$ cat config.mk
export PLATFORM = sky130hd
export DESIGN_NAME = enemy_march_controller
export DESIGN_NICKNAME = d
export VERILOG_FILES = /design/src/rtl/enemy_march_controller_pkg.sv /design/src/rtl/frame_tick_gen.sv /design/src/rtl/enemy_march_controller.sv
export SDC_FILE = /design/constraint.sdc
export NUM_CORES = 1
export LEC_CHECK = 0
export CORE_MARGIN = 10
export CORE_UTILIZATION = 54
export DETAILED_ROUTE_END_ITERATION = 8
export PLACE_DENSITY = 0.89
export SLEW_MARGIN = 20
export SYNTH_ARGS = -nofsm -noshare
export SYNTH_HDL_FRONTEND = slang
export SYNTH_HIERARCHICAL = 1
export SYNTH_SLANG_ARGS = --single-unit
$ cat constraint.sdc
create_clock -name clk -period 7 [get_ports clk]
set_input_delay 1.4 -clock clk [delete_from_list [all_inputs] [get_ports clk]]
set_output_delay 1.4 -clock clk [all_outputs]
set_load 0.05 [all_outputs]
$ cat src/rtl/enemy_march_controller_pkg.sv
// Shared constants, state type and helpers for the enemy formation march.
package enemy_march_controller_pkg;

    // Scan coordinate width shared with the video timing and sprite blocks.
    localparam int CORDW   = 10;
    // Formation position width (form_x, enemy_y).
    localparam int POS_W   = 10;
    // Position arithmetic is done one bit wider so +STEP never wraps.
    localparam int CALC_W  = POS_W + 1;
    localparam int ALIVE_W = 6;
    // Divider width: DIV_MIN + 63 fits in 7 bits.
    localparam int DIV_W   = 7;

    // Default march geometry and timing.
    localparam int MARCH_X_MIN      = 16;
    localparam int MARCH_X_MAX      = 560;
    localparam int MARCH_Y_START    = 40;
    localparam int MARCH_Y_LAND     = 400;
    localparam int MARCH_STEP_X     = 4;
    localparam int MARCH_STEP_Y     = 8;
    localparam int MARCH_FRAME_LINE = 490;
    localparam int MARCH_DIV_MIN    = 2;

    typedef enum logic [2:0] {
        ST_IDLE,
        ST_RIGHT,
        ST_DOWN_R,
        ST_LEFT,
        ST_DOWN_L,
        ST_LANDED
    } march_state_t;

    // Zero-extend a position into the wide compare domain.
    function automatic logic [CALC_W-1:0] widen(input logic [POS_W-1:0] v);
        return {1'b0, v};
    endfunction

endpackage

$ cat src/rtl/frame_tick_gen.sv
// Once-per-frame tick: a registered single-cycle pulse at the first pixel of a
// chosen scan line. Shared by every block that moves sprites in vertical blank.
module frame_tick_gen #(
    parameter int CORDW      = 10,
    parameter int FRAME_LINE = 490
) (
    input  logic             clk,
    input  logic             rst_n,
    input  logic             enable,
    input  logic [CORDW-1:0] pixel,
    input  logic [CORDW-1:0] line,
    output logic             tick
);

    localparam logic [CORDW-1:0] LINE_C = CORDW'(FRAME_LINE);

    // Register the line/pixel match; suppressed while the mover is frozen.
    always_ff @(posedge clk) begin
        // NOTE: rst_n is sampled on the clock edge (synchronous reset), so it
        // is deliberately absent from the sensitivity list.
        if (!rst_n) begin
            tick <= 1'b0;
        end else begin
            // NOTE: non-blocking assignment, so every register clocked here
            // sees the values from before the edge regardless of statement order.
            tick <= enable && (line == LINE_C) && (pixel == '0);
        end
    end

endmodule

$ cat src/rtl/enemy_march_controller.sv
// Enemy formation march: right sweep, step down, left sweep, step down, until
// the formation lands. Moves once per divided frame tick, inside vblank, and
// speeds up as fewer enemies remain alive.
module enemy_march_controller
    import enemy_march_controller_pkg::*;
#(
    parameter int X_MIN      = MARCH_X_MIN,
    parameter int X_MAX      = MARCH_X_MAX,
    parameter int Y_START    = MARCH_Y_START,
    parameter int Y_LAND     = MARCH_Y_LAND,
    parameter int STEP_X     = MARCH_STEP_X,
    parameter int STEP_Y     = MARCH_STEP_Y,
    parameter int FRAME_LINE = MARCH_FRAME_LINE,
    parameter int DIV_MIN    = MARCH_DIV_MIN
) (
    input  logic               clk,
    input  logic               rst_n,
    input  logic [CORDW-1:0]   pixel,
    input  logic [CORDW-1:0]   line,
    input  logic               enable,
    input  logic               restart,
    input  logic [ALIVE_W-1:0] alive_cnt,
    output logic [POS_W-1:0]   form_x,
    output logic [POS_W-1:0]   enemy_y,
    output logic               dir_left,
    output logic               step_pulse,
    output logic               landed
);

    localparam logic [CALC_W-1:0] X_MAX_C  = CALC_W'(X_MAX);
    localparam logic [CALC_W-1:0] X_LEFT_C = CALC_W'(X_MIN + STEP_X);
    localparam logic [CALC_W-1:0] STEP_X_C = CALC_W'(STEP_X);
    localparam logic [CALC_W-1:0] STEP_Y_C = CALC_W'(STEP_Y);
    localparam logic [CALC_W-1:0] Y_LAND_C = CALC_W'(Y_LAND);

    logic              tick;
    march_state_t      state;
    logic [DIV_W-1:0]  frame_cnt;
    logic [DIV_W-1:0]  period;
    logic [DIV_W-1:0]  period_m1;
    logic              div_hit;
    logic              mv;
    logic [CALC_W-1:0] x_wide;
    logic [CALC_W-1:0] x_inc;
    logic [CALC_W-1:0] x_dec;
    logic [CALC_W-1:0] y_next;

    frame_tick_gen #(
        .CORDW      (CORDW),
        .FRAME_LINE (FRAME_LINE)
    ) u_frame_tick (
        .clk    (clk),
        .rst_n  (rst_n),
        .enable (enable),
        .pixel  (pixel),
        .line   (line),
        .tick   (tick)
    );

    // Frames per move shrink with the alive count; an empty wave never moves.
    assign period    = DIV_W'(DIV_MIN) + DIV_W'(alive_cnt);
    assign period_m1 = period - DIV_W'(1);
    assign div_hit   = frame_cnt >= period_m1;
    assign mv        = tick && div_hit && (alive_cnt != '0);

    // Candidate positions, one bit wider so the edge compares cannot wrap.
    assign x_wide = widen(form_x);
    assign x_inc  = x_wide + STEP_X_C;
    assign x_dec  = x_wide - STEP_X_C;
    assign y_next = widen(enemy_y) + STEP_Y_C;

    // March FSM, frame divider and registered outputs; restart mirrors reset.
    always_ff @(posedge clk) begin
        if (!rst_n || restart) begin
            state      <= ST_IDLE;
            form_x     <= POS_W'(X_MIN);
            enemy_y    <= POS_W'(Y_START);
            dir_left   <= 1'b0;
            step_pulse <= 1'b0;
            landed     <= 1'b0;
            frame_cnt  <= '0;
        end else begin
            // The pulse is an event, not state: it clears even while frozen.
            step_pulse <= 1'b0;
            if (enable) begin
                if (tick) begin
                    frame_cnt <= div_hit ? '0 : frame_cnt + DIV_W'(1);
                end
                case (state)
                    ST_IDLE: begin
                        state <= ST_RIGHT;
                    end
                    ST_RIGHT: begin
                        if (mv) begin
                            if (x_inc <= X_MAX_C) begin
                                form_x     <= x_inc[POS_W-1:0];
                                step_pulse <= 1'b1;
                            end else begin
                                state <= ST_DOWN_R;
                            end
                        end
                    end
                    ST_LEFT: begin
                        if (mv) begin
                            if (x_wide >= X_LEFT_C) begin
                                form_x     <= x_dec[POS_W-1:0];
                                step_pulse <= 1'b1;
                            end else begin
                                state <= ST_DOWN_L;
                            end
                        end
                    end
                    ST_DOWN_R, ST_DOWN_L: begin
                        if (mv) begin
                            enemy_y    <= y_next[POS_W-1:0];
                            step_pulse <= 1'b1;
                            if (y_next >= Y_LAND_C) begin
                                state  <= ST_LANDED;
                                landed <= 1'b1;
                            end else if (state == ST_DOWN_R) begin
                                state    <= ST_LEFT;
                                dir_left <= 1'b1;
                            end else begin
                                state    <= ST_RIGHT;
                                dir_left <= 1'b0;
                            end
                        end
                    end
                    ST_LANDED: begin
                        landed <= 1'b1;
                    end
                    default: begin
                        state <= ST_IDLE;
                    end
                endcase
            end
        end
    end

endmodule
==> summary.txt <==
Finish
  • Fin nets: ~360
  • Most common cell after layout, fill and taps aside: clkdlybuf4s50_1
  • Most frequent cells in the layout: clkdlybuf4s50_1 (47), dfxtp_1 (29), nand2_1 (25), nor2_1 (21)
  • ANT cells: 0
  • Fill cells: 340
  • Area growth, synth to finish: 25.5%
  • Layout cells sized above 1: 6.71%

STA
  • RSZ-0062 raised after global routing: no
  • Rel. slew slack: 35.3%
  • Hold Violations, Final: 0
  • Fmax: 243 MHz
  • Final Cycle Share: 58.9%
  • Layout Skew: about 0.0031 ns
  • Min Tclk post-route: ~4.1 ns
  • Worst setup margin: 2.88 ns
  • Final max-slew violation count: 0
  • Slew @ Worst Pin: approximately 0.97 ns
  • Setup violations, final: 0
  • Setup_tns: 0 ns

Clock network
  • Setup bufs post-CTS: 0
  • Clk Latency, worst-skew pair: roughly 0.28 ns
  • Clock sinks: 29
  • Clock transition at path regs: ~0.06 ns
  • Root buffer cell: clkbuf_8
  • Bufs on Longest Clock Path: 2
  • H-tree level count: 2
  • # hold bufs at CTS: 0
  • TritonCTS clock tree: built
  • Resized cells post-CTS: 0
  • CTS Buf Count: 5

Synthesis
  • Async SR Flop Fraction: 0%
  • Synthesized instance count: 270
  • Adder-cell area share of the yosys netlist: between 9 and 10%
  • Post-synth EDFFs: 0
  • Post-synthesis sequential area ratio: between 20% and 30%
  • Predominant post-synthesis flop cell: dfxtp_1
  • Synthesized area: 0.00218 sq mm
  • Largest family of logic cells by synthesized area: simple AND/OR/NAND/NOR gates
  • Ys Warns: 6
  • Synth Area in Simple Gates: a little under a third
  • Syn avg cell area: 8.09 sq um
  • Flops & latches, synth: 29
  • Fraction of synthesized area in multiplexers: less than 1%
  • Count of different cell masters after synthesis: 59
  • Xor/xnor cell area share of the yosys netlist: under 10%
  • Post-synthesis compound-gate area fraction: about 18%

Worst hold path
  • Hold Path Stages: 2
  • Hold Crit Class: reg2reg

Placed design
  • GP Congestion: roughly 0.93
  • Final HPWL DP: roughly 4.2 mm
  • # port buffers: 47
  • Pre-CTS setup slack: approximately 2.6 ns

Floorplan
  • Site row count: 23
  • Initial Utilization: 55.0%
  • Die W: 83.6 um
  • Core area: between 0.003 and 0.004 sq mm
  • Die Height: roughly 84 um
  • Die area: between 0.006 and 0.007 sq mm
  • IO Count: 53

Worst setup path
  • Crit Path Class: in2reg
  • Worst path max stage delay: around 0.54 ns
  • CP endpoint kind: register
  • WP data required: about 7 ns
  • Crit path arrival time: 4.26 ns
  • CP max-delay cell: clkdlybuf4s50_1
  • Critical path startpoint category: input pin
  • Critical Path Fanout Max: 13
  • Worst path cell trace: clkdlybuf4s50_1, ha_1, nand3_1, xor2_1, ha_1, a21oi_1, o21ai_0, a21oi_1, and4b_1, nand2_2, nor3_1, nand3b_1
  • Worst reg-to-reg path cell count: 7

Detailed routing
  • Post-route ant nets: 0
  • Drt total wl: 5.69 mm
  • Initial DRT Pass Iterations: 4
  • 1st-iter DRT viols: approximately 170
  • Via count: 2122
  • DRC violations left: 0
  • Mean number of vias per cell: roughly 6
  • Drt wl/cell: around 16 um

Pwr
  • Total Power: 367 uW
  • Maximum vdd ir drop: ~0.00011 V
  • Leak pwr: slightly below 1 nW
  • Cell Pwr Density: 134 mW/mm^2

Global routing
  • Initial antenna violation count: 0
  • Largest net degree at the start of global routing: 17
  • All-layer global routing usage: ~16%
  • Vias in the first global route: slightly above 2000
  • First-pass GRT wire length: approximately 9.6 mm
  • GRT overflow: 0

Job
  • # Max-Cap Violations: 0

Outcome
  • Status: complete, no violations
-- area by class of cell --
| cell class | instances | area, sq um | share of cell area [%] |
|---|---|---|---|
| multi-input cells | 218 | 1490 | 54.2 |
| flip-flops and latches | 29 | 581 | 21.2 |
| repair buffers | 47 | 470 | 17.2 |
| clock buffers | 7 | 96.3 | 3.51 |
| well taps | 50 | 62.6 | 2.28 |
| inverters | 11 | 41.3 | 1.51 |
| clock inverters | 1 | 5.00 | 0.183 |
-- critical path, delay by kind of cell --
family	cells	cell delay (ns)
AND/OR/NAND/NOR	5	0.88
buffers and inverters	1	0.54
XOR/XNOR	1	0.16
adder cells (fa/ha/maj)	2	0.55
AO/OA/AOI/OAI	3	0.72
-- power breakdown --
| part | total [mW] | switching (mW) | leakage [nW] | internal [mW] |
|---|---|---|---|---|
| clock | 0.156 | 0.0670 | 0.0542 | 0.0887 |
| combinational | 0.0442 | 0.0223 | 0.691 | 0.0219 |
| sequential | 0.167 | 0.00123 | 0.234 | 0.165 |
| total | 0.367 | 0.0905 | 0.979 | 0.276 |
-- layer usage --
layer | track usage (%) | vias up | wire length [um]
li1 | - | 1050 | -
met3 | 5.08 | 10 | 392
met2 | 26.8 | 72 | 2760
met1 | 18.6 | 990 | 2440
met5 | 0 | - | 0
met4 | 5.48 | 0 | 90
-- cell usage after synthesis (all sizes together) (2+ instances only) --
| master | count | area [sq um] |
|---|---|---|
| a2111o | 2 | 22.5 |
| a211oi | 3 | 27.5 |
| a21oi | 17 | 88.8 |
| a31oi | 2 | 12.5 |
| and3 | 7 | 43.8 |
| and4b | 2 | 20.0 |
| buf | 9 | 66.3 |
| clkbuf | 7 | 26.3 |
| dfxtp | 29 | 581 |
| ha | 16 | 200 |
| inv | 11 | 41.3 |
| mux2i | 2 | 20.0 |
| nand2 | 26 | 100 |
| nand2b | 7 | 43.8 |
| nand3 | 14 | 70.1 |
| nand3b | 2 | 15.0 |
| nand4 | 7 | 43.8 |
| nor2 | 21 | 78.8 |
| nor2b | 5 | 31.3 |
| nor3 | 7 | 35.0 |
| nor4 | 5 | 37.5 |
| nor4b | 4 | 53.8 |
| o211ai | 3 | 22.5 |
| o21ai | 13 | 65.1 |
| o31ai | 2 | 20.0 |
| o32ai | 2 | 17.5 |
| or3 | 5 | 36.3 |
| or4 | 2 | 18.8 |
| xnor2 | 9 | 78.8 |
| xor2 | 11 | 96.3 |
-- metrics by stage --
stage	cell area [sq um]	hold slack (ns)	instances	utilization (%)
CTS	2740	0.464	363	69.0
finish	2740	0.463	363	69.0
detailed placement	2640	0.451	355	66.5
global placement	2640	0.444	355	66.5
floorplan	2200	0.461	274	-
global route	2740	0.488	363	69.0
-- worst paths after layout --
check | startpoint | end | slack [ns]
setup / recovery | alive_cnt[1] | form_x[4] | 2.88
hold / removal | dir_left | dir_left | 0.46
setup reg to reg | form_x[4] | form_x[7] | 4.37
hold reg to reg | dir_left | dir_left | 0.46
-- state kept, by name, summed over array words and instances, names as in the netlist --
register,cells
u_frame_tick/tick,1
frame_cnt,7
landed,1
step_pulse,1
state,3
enemy_y,7
dir_left,1
form_x,8
-- cell families (layout without fill, tap and decap cells) --
group / Yosys count / after routing
other cells: 1 / 5
fa+ha+maj: 16 / 16
simple gates: 119 / 119
compound gates: 56 / 56
buf+inv: 27 / 66
flops: 29 / 29
xor+xnor: 20 / 20
mux: 2 / 2
No activity file was read; power rests on OpenSTA's default activity.
